==> src/rtl/riscv_mem_arbiter.sv <==
// Arbitrates one single-ported memory between instruction fetch and the LSU, one transaction at a time.
// Optional fetch starvation guard enabled by defining MEM_ARB_STARVE_GUARD_EN.
module riscv_mem_arbiter #(
    parameter int ADDR_WIDTH   = 32,
    parameter int DATA_WIDTH   = 32,
    parameter int STARVE_LIMIT = 4
) (
    input  logic                    clk,
    input  logic                    rst,
    input  logic                    if_req,
    input  logic [ADDR_WIDTH-1:0]   if_addr,
    output logic                    if_gnt,
    output logic                    if_rvalid,
    output logic [DATA_WIDTH-1:0]   if_rdata,
    input  logic                    d_req,
    input  logic                    d_we,
    input  logic [DATA_WIDTH/8-1:0] d_be,
    input  logic [ADDR_WIDTH-1:0]   d_addr,
    input  logic [DATA_WIDTH-1:0]   d_wdata,
    output logic                    d_gnt,
    output logic                    d_rvalid,
    output logic [DATA_WIDTH-1:0]   d_rdata,
    output logic                    mem_req,
    output logic                    mem_we,
    output logic [DATA_WIDTH/8-1:0] mem_be,
    output logic [ADDR_WIDTH-1:0]   mem_addr,
    output logic [DATA_WIDTH-1:0]   mem_wdata,
    input  logic                    mem_ready,
    input  logic                    mem_rvalid,
    input  logic [DATA_WIDTH-1:0]   mem_rdata,
    output logic                    busy
);

    localparam int BE_WIDTH = DATA_WIDTH / 8;

    typedef enum logic [1:0] {IDLE, REQ, RESP} state_t;
    typedef enum logic {OWN_FETCH, OWN_DATA} owner_t;

    state_t                state;
    owner_t                owner;
    logic [ADDR_WIDTH-1:0] addr_q;
    logic                  we_q;
    logic [BE_WIDTH-1:0]   be_q;
    logic [DATA_WIDTH-1:0] wdata_q;

    logic fetch_win;
    logic grant_if;
    logic grant_d;

`ifdef MEM_ARB_STARVE_GUARD_EN
    localparam logic [2:0] STARVE_LIM = 3'(STARVE_LIMIT);
    logic [2:0] starve_cnt;

    // Data normally wins; fetch takes over once data has been granted STARVE_LIMIT times in a row over it.
    assign fetch_win = if_req & (~d_req | (starve_cnt == STARVE_LIM));

    always_ff @(posedge clk) begin
        if (rst) begin
            starve_cnt <= 3'd0;
        end else if (grant_if) begin
            starve_cnt <= 3'd0;
        end else if (grant_d) begin
            if (!if_req)
                starve_cnt <= 3'd0;
            else if (starve_cnt != 3'd7)
                starve_cnt <= starve_cnt + 3'd1;
        end
    end
`else
    assign fetch_win = if_req & ~d_req;
`endif

    assign grant_if = (state == IDLE) & ~rst & fetch_win;
    assign grant_d  = (state == IDLE) & ~rst & d_req & ~fetch_win;

    always_ff @(posedge clk) begin
        if (rst) begin
            state   <= IDLE;
            owner   <= OWN_FETCH;
            addr_q  <= '0;
            we_q    <= 1'b0;
            be_q    <= '0;
            wdata_q <= '0;
        end else begin
            case (state)
                IDLE: begin
                    if (grant_d) begin
                        addr_q  <= d_addr;
                        we_q    <= d_we;
                        be_q    <= d_be;
                        wdata_q <= d_wdata;
                        owner   <= OWN_DATA;
                        state   <= REQ;
                    end else if (grant_if) begin
                        addr_q  <= if_addr;
                        we_q    <= 1'b0;
                        be_q    <= '1;
                        wdata_q <= '0;
                        owner   <= OWN_FETCH;
                        state   <= REQ;
                    end
                end
                REQ: begin
                    if (mem_ready)
                        state <= RESP;
                end
                RESP: begin
                    if (mem_rvalid)
                        state <= IDLE;
                end
                default: state <= IDLE;
            endcase
        end
    end

    assign if_gnt    = grant_if;
    assign d_gnt     = grant_d;
    assign mem_req   = (state == REQ);
    assign mem_addr  = addr_q;
    assign mem_we    = we_q;
    assign mem_be    = be_q;
    assign mem_wdata = wdata_q;
    assign busy      = (state != IDLE);

    // Response passes straight through to whichever side owns the transaction.
    assign if_rvalid = (state == RESP) & mem_rvalid & (owner == OWN_FETCH);
    assign d_rvalid  = (state == RESP) & mem_rvalid & (owner == OWN_DATA);
    assign if_rdata  = mem_rdata;
    assign d_rdata   = mem_rdata;

endmodule

==> config.mk <==
export PLATFORM = sky130hd
export DESIGN_NAME = riscv_mem_arbiter
export DESIGN_NICKNAME = d
export VERILOG_FILES = /design/src/rtl/riscv_mem_arbiter.sv
export SDC_FILE = /design/constraint.sdc
export NUM_CORES = 1
export LEC_CHECK = 0
export BUFFER_PORTS_ARGS = -buffer_cell sky130_fd_sc_hd__buf_2
export CAP_MARGIN = 0
export CORE_AREA = 2 2 108 110
export CTS_CLUSTER_SIZE = 20
export DETAILED_ROUTE_END_ITERATION = 16
export DIE_AREA = 0 0 110 112
export PLACE_DENSITY_LB_ADDON = 0.15
export SYNTH_ARGS = -nofsm -noshare
export SYNTH_HDL_FRONTEND = slang
export SYNTH_SLANG_ARGS = --single-unit
==> constraint.sdc <==
create_clock -name clk -period 2.5 [get_ports clk]
set_input_delay 0.125 -clock clk [delete_from_list [all_inputs] [get_ports clk]]
set_output_delay 0.125 -clock clk [all_outputs]
set_load 0.005 [all_outputs]
==> reports/results.txt <==
Outcome: complete, no violations
DRC Markers: 0
CTS Buf Count: 9
Max VDD drop: 0.000321 V
Max Clk Rate: 457 MHz
CP required: 2380 ps
Crit-path max FO: 19
DIE AREA: 12300 um2
Critical Path End Type: primary output
Cell Area, Placed: 3660 um2
Fill cells: 1141
Post-synthesis adder-cell area fraction: 0%
Design Area, Final: 3990 um2
Fraction of layout cells with a size suffix above 1: 52.3%
Asr flop ratio synth: 0%
Die height: 112 um
WHS: 15.4 ps
Int Power: 2.17 mW
Register cell area after layout: 1440 um2
Endpoints failing setup: 0
Clk Tree Root Cell: clkbuf_16
Synth Flop Type: dfxtp_1
Post-DRT Antenna Nets: 0
Final HPWL DP: 6.04 mm
Starting Density: 28.2%
CTS tree: done
Area occupied by multi-input gates: 1080 um2
Placement Rows: 39
Sequential fraction of design power: 44.1%
Vias per std cell: 4.67
Top cells by count, synth: 72 x dfxtp_1, 68 x buf_4, 33 x a22o_1, 32 x o21a_1, 29 x o221a_1
Initial drt markers: 141
Clock power frac: 40.9%
Gate Count Post-Synth: 283
Initial antenna violation count: 1
Setup TNS: 0 ps
GR Util All Layers: 13.6%
Synth area leaders: dfxtp_1 46%, buf_4 16%, o221a_1 10%
Min Tclk post-route: 2190 ps
Clk_lat worst skew: 320 ps
Period utilisation layout: 87.4%
Max Cap Violations: 0
Synth-to-layout area growth: 26.7%
CTS max path bufs: 2
P_sw: 749 uW
Routed Wire Length: 8.55 mm
Worst Setup Path Type: reg -> out
Detailed-route via count: 2562
#FFs+latches synth: 72
Sequential fraction of the synthesis area: 45.7%
Number of global-route vias before repair: 2533
Number of synthesized flops with an enable pin: 0
H-tree levels: 3
DR WL/cell: 15.6 um
Simple-Gate Fraction of Synth Area: 3.57%
Remaining global-route overflow: 0
Largest family of logic cells by synthesized area: compound AO/OA/AOI/OAI gates
Hold crit path type: in -> reg
Max_slew headroom: 19.0%
Syn Area/Cell: 11.1 um2
Drt first pass iters: 4
Pins Over Slew Limit: 0
Core area: 11200 um2
Pwr Density: 732 nW/um2
Synth Area in Compound Gates: 30.7%
Setup repair bufs after CTS: 0
Multiplexer share of the synthesized area: 0%
First-pass GRT wire length: 12.9 mm
Combinational power share: 15.0%
CP arrival: 2060 ps
Count leader, synth: dfxtp_1
Xor/xnor cell area share of the yosys netlist: 0%
Worst slew pin tran: 1220 ps
Synthesized area: 3150 um2
Syn. warnings: 0
Clk slew on worst S/H paths: 60 ps
PortBufs: 181
Leading area contributor after synthesis: dfxtp_1
Pin count of the biggest net entering global routing: 36
DIE WIDTH: 110 um
Syn nets: 422
Final net count: 539
Post-synthesis cell type count: 28
Worst Skew: 5.89 ps
Leakage: 1.93 nW
Yosys top cell area share: 45.7%
Clk sinks: 72
RD Place Congestion: 0.759
Final Hold Viols: 0
Sw Share: 25.6%
RSZ-0062 raised after global routing: false
Critical path launch point type: flop
# IOs: 278
worst max-delay path, stage by stage, from the launching register on:
cell and delay (ps):
dfxtp_1 360, nor2_4 140, inv_2 70, or3_1 640
buf_4 320, nor2_1 80, buf_2 110
placed cells by master (no fill, tap or decap), drive strengths merged, types with 2 or more instances in the layout:
master / netlist / routed
dfxtp: 72 / 72
o21a: 32 / 32
clkbuf: 3 / 10
nor3: 2 / 2
o221a: 35 / 35
nor2: 6 / 6
dlygate4sd3: 0 / 5
nand2b: 2 / 2
a21oi: 2 / 2
clkinv: 1 / 5
o21ai: 2 / 2
buf: 82 / 186
inv: 3 / 4
a22o: 33 / 33
per-layer routing:
| metal | wire length [um] | GRT usage [%] | up-vias |
|---|---|---|---|
| met3 | 649 | 3.92 | 33 |
| met1 | 3510 | 15.9 | 1197 |
| met4 | 282 | 8.27 | 0 |
| met2 | 4110 | 21.6 | 105 |
| li1 | - | - | 1227 |
| met5 | 0 | 0 | - |
stage by stage:
step	util, %	power (mW)	setup WS (ps)	instances
floorplan	-	1.62	1060	283
global placement	32.7	1.75	609	527
detailed placement	32.7	1.75	599	527
CTS	35.5	2.98	269	546
global route	35.7	3.09	131	549
finish	35.7	2.92	314	549
flip-flops by register name, summed over array words and instances (netlist names):
register,count
mem_addr,32
state,2
mem_wdata,32
mem_be,4
mem_we,1
owner,1
cells by family after synthesis:
family / after synthesis
compound gates: 107
buf+inv: 89
flops: 72
simple gates: 15
repair_timing:
action                    4_1_cts  5_1_grt
hold endpoints to repair        3        2
hold buffers                    3        2
gates resized for setup         0        0
final timing paths:
| kind | to | cells past startpoint | slack [ps] | from |
|---|---|---|---|---|
| max | if_gnt | 6 | 310 | state[1] |
| min | mem_wdata[21] | 2 | 20 | d_wdata[21] |
| max reg2reg | mem_wdata[23] | 4 | 600 | state[1] |
| min reg2reg | mem_wdata[5] | 1 | 470 | mem_wdata[5] |
power by group through the flow:
| stage | Combinational, mW | Clock, mW | Sequential (mW) |
|---|---|---|---|
| after floorplan | 0.301 | 0 | 1.32 |
| after global placement | 0.440 | 0 | 1.31 |
| after detailed placement | 0.439 | 0 | 1.31 |
| after CTS | 0.444 | 1.25 | 1.29 |
| after global routing | 0.483 | 1.31 | 1.30 |
| final | 0.439 | 1.19 | 1.29 |
cell type report:
| cell class | instances | area share (%) |
|---|---|---|
| Sequential cell | 72 | 36.1 |
| Multi-Input combinational cell | 122 | 27.0 |
| Timing Repair Buffer | 191 | 24.9 |
| Clock buffer | 10 | 5.98 |
| Tap cell | 143 | 4.48 |
| Clock inverter | 6 | 1.10 |
| Inverter | 4 | 0.376 |
| Antenna cell | 1 | 0.0627 |
No activity file was read; power rests on OpenSTA's default activity.
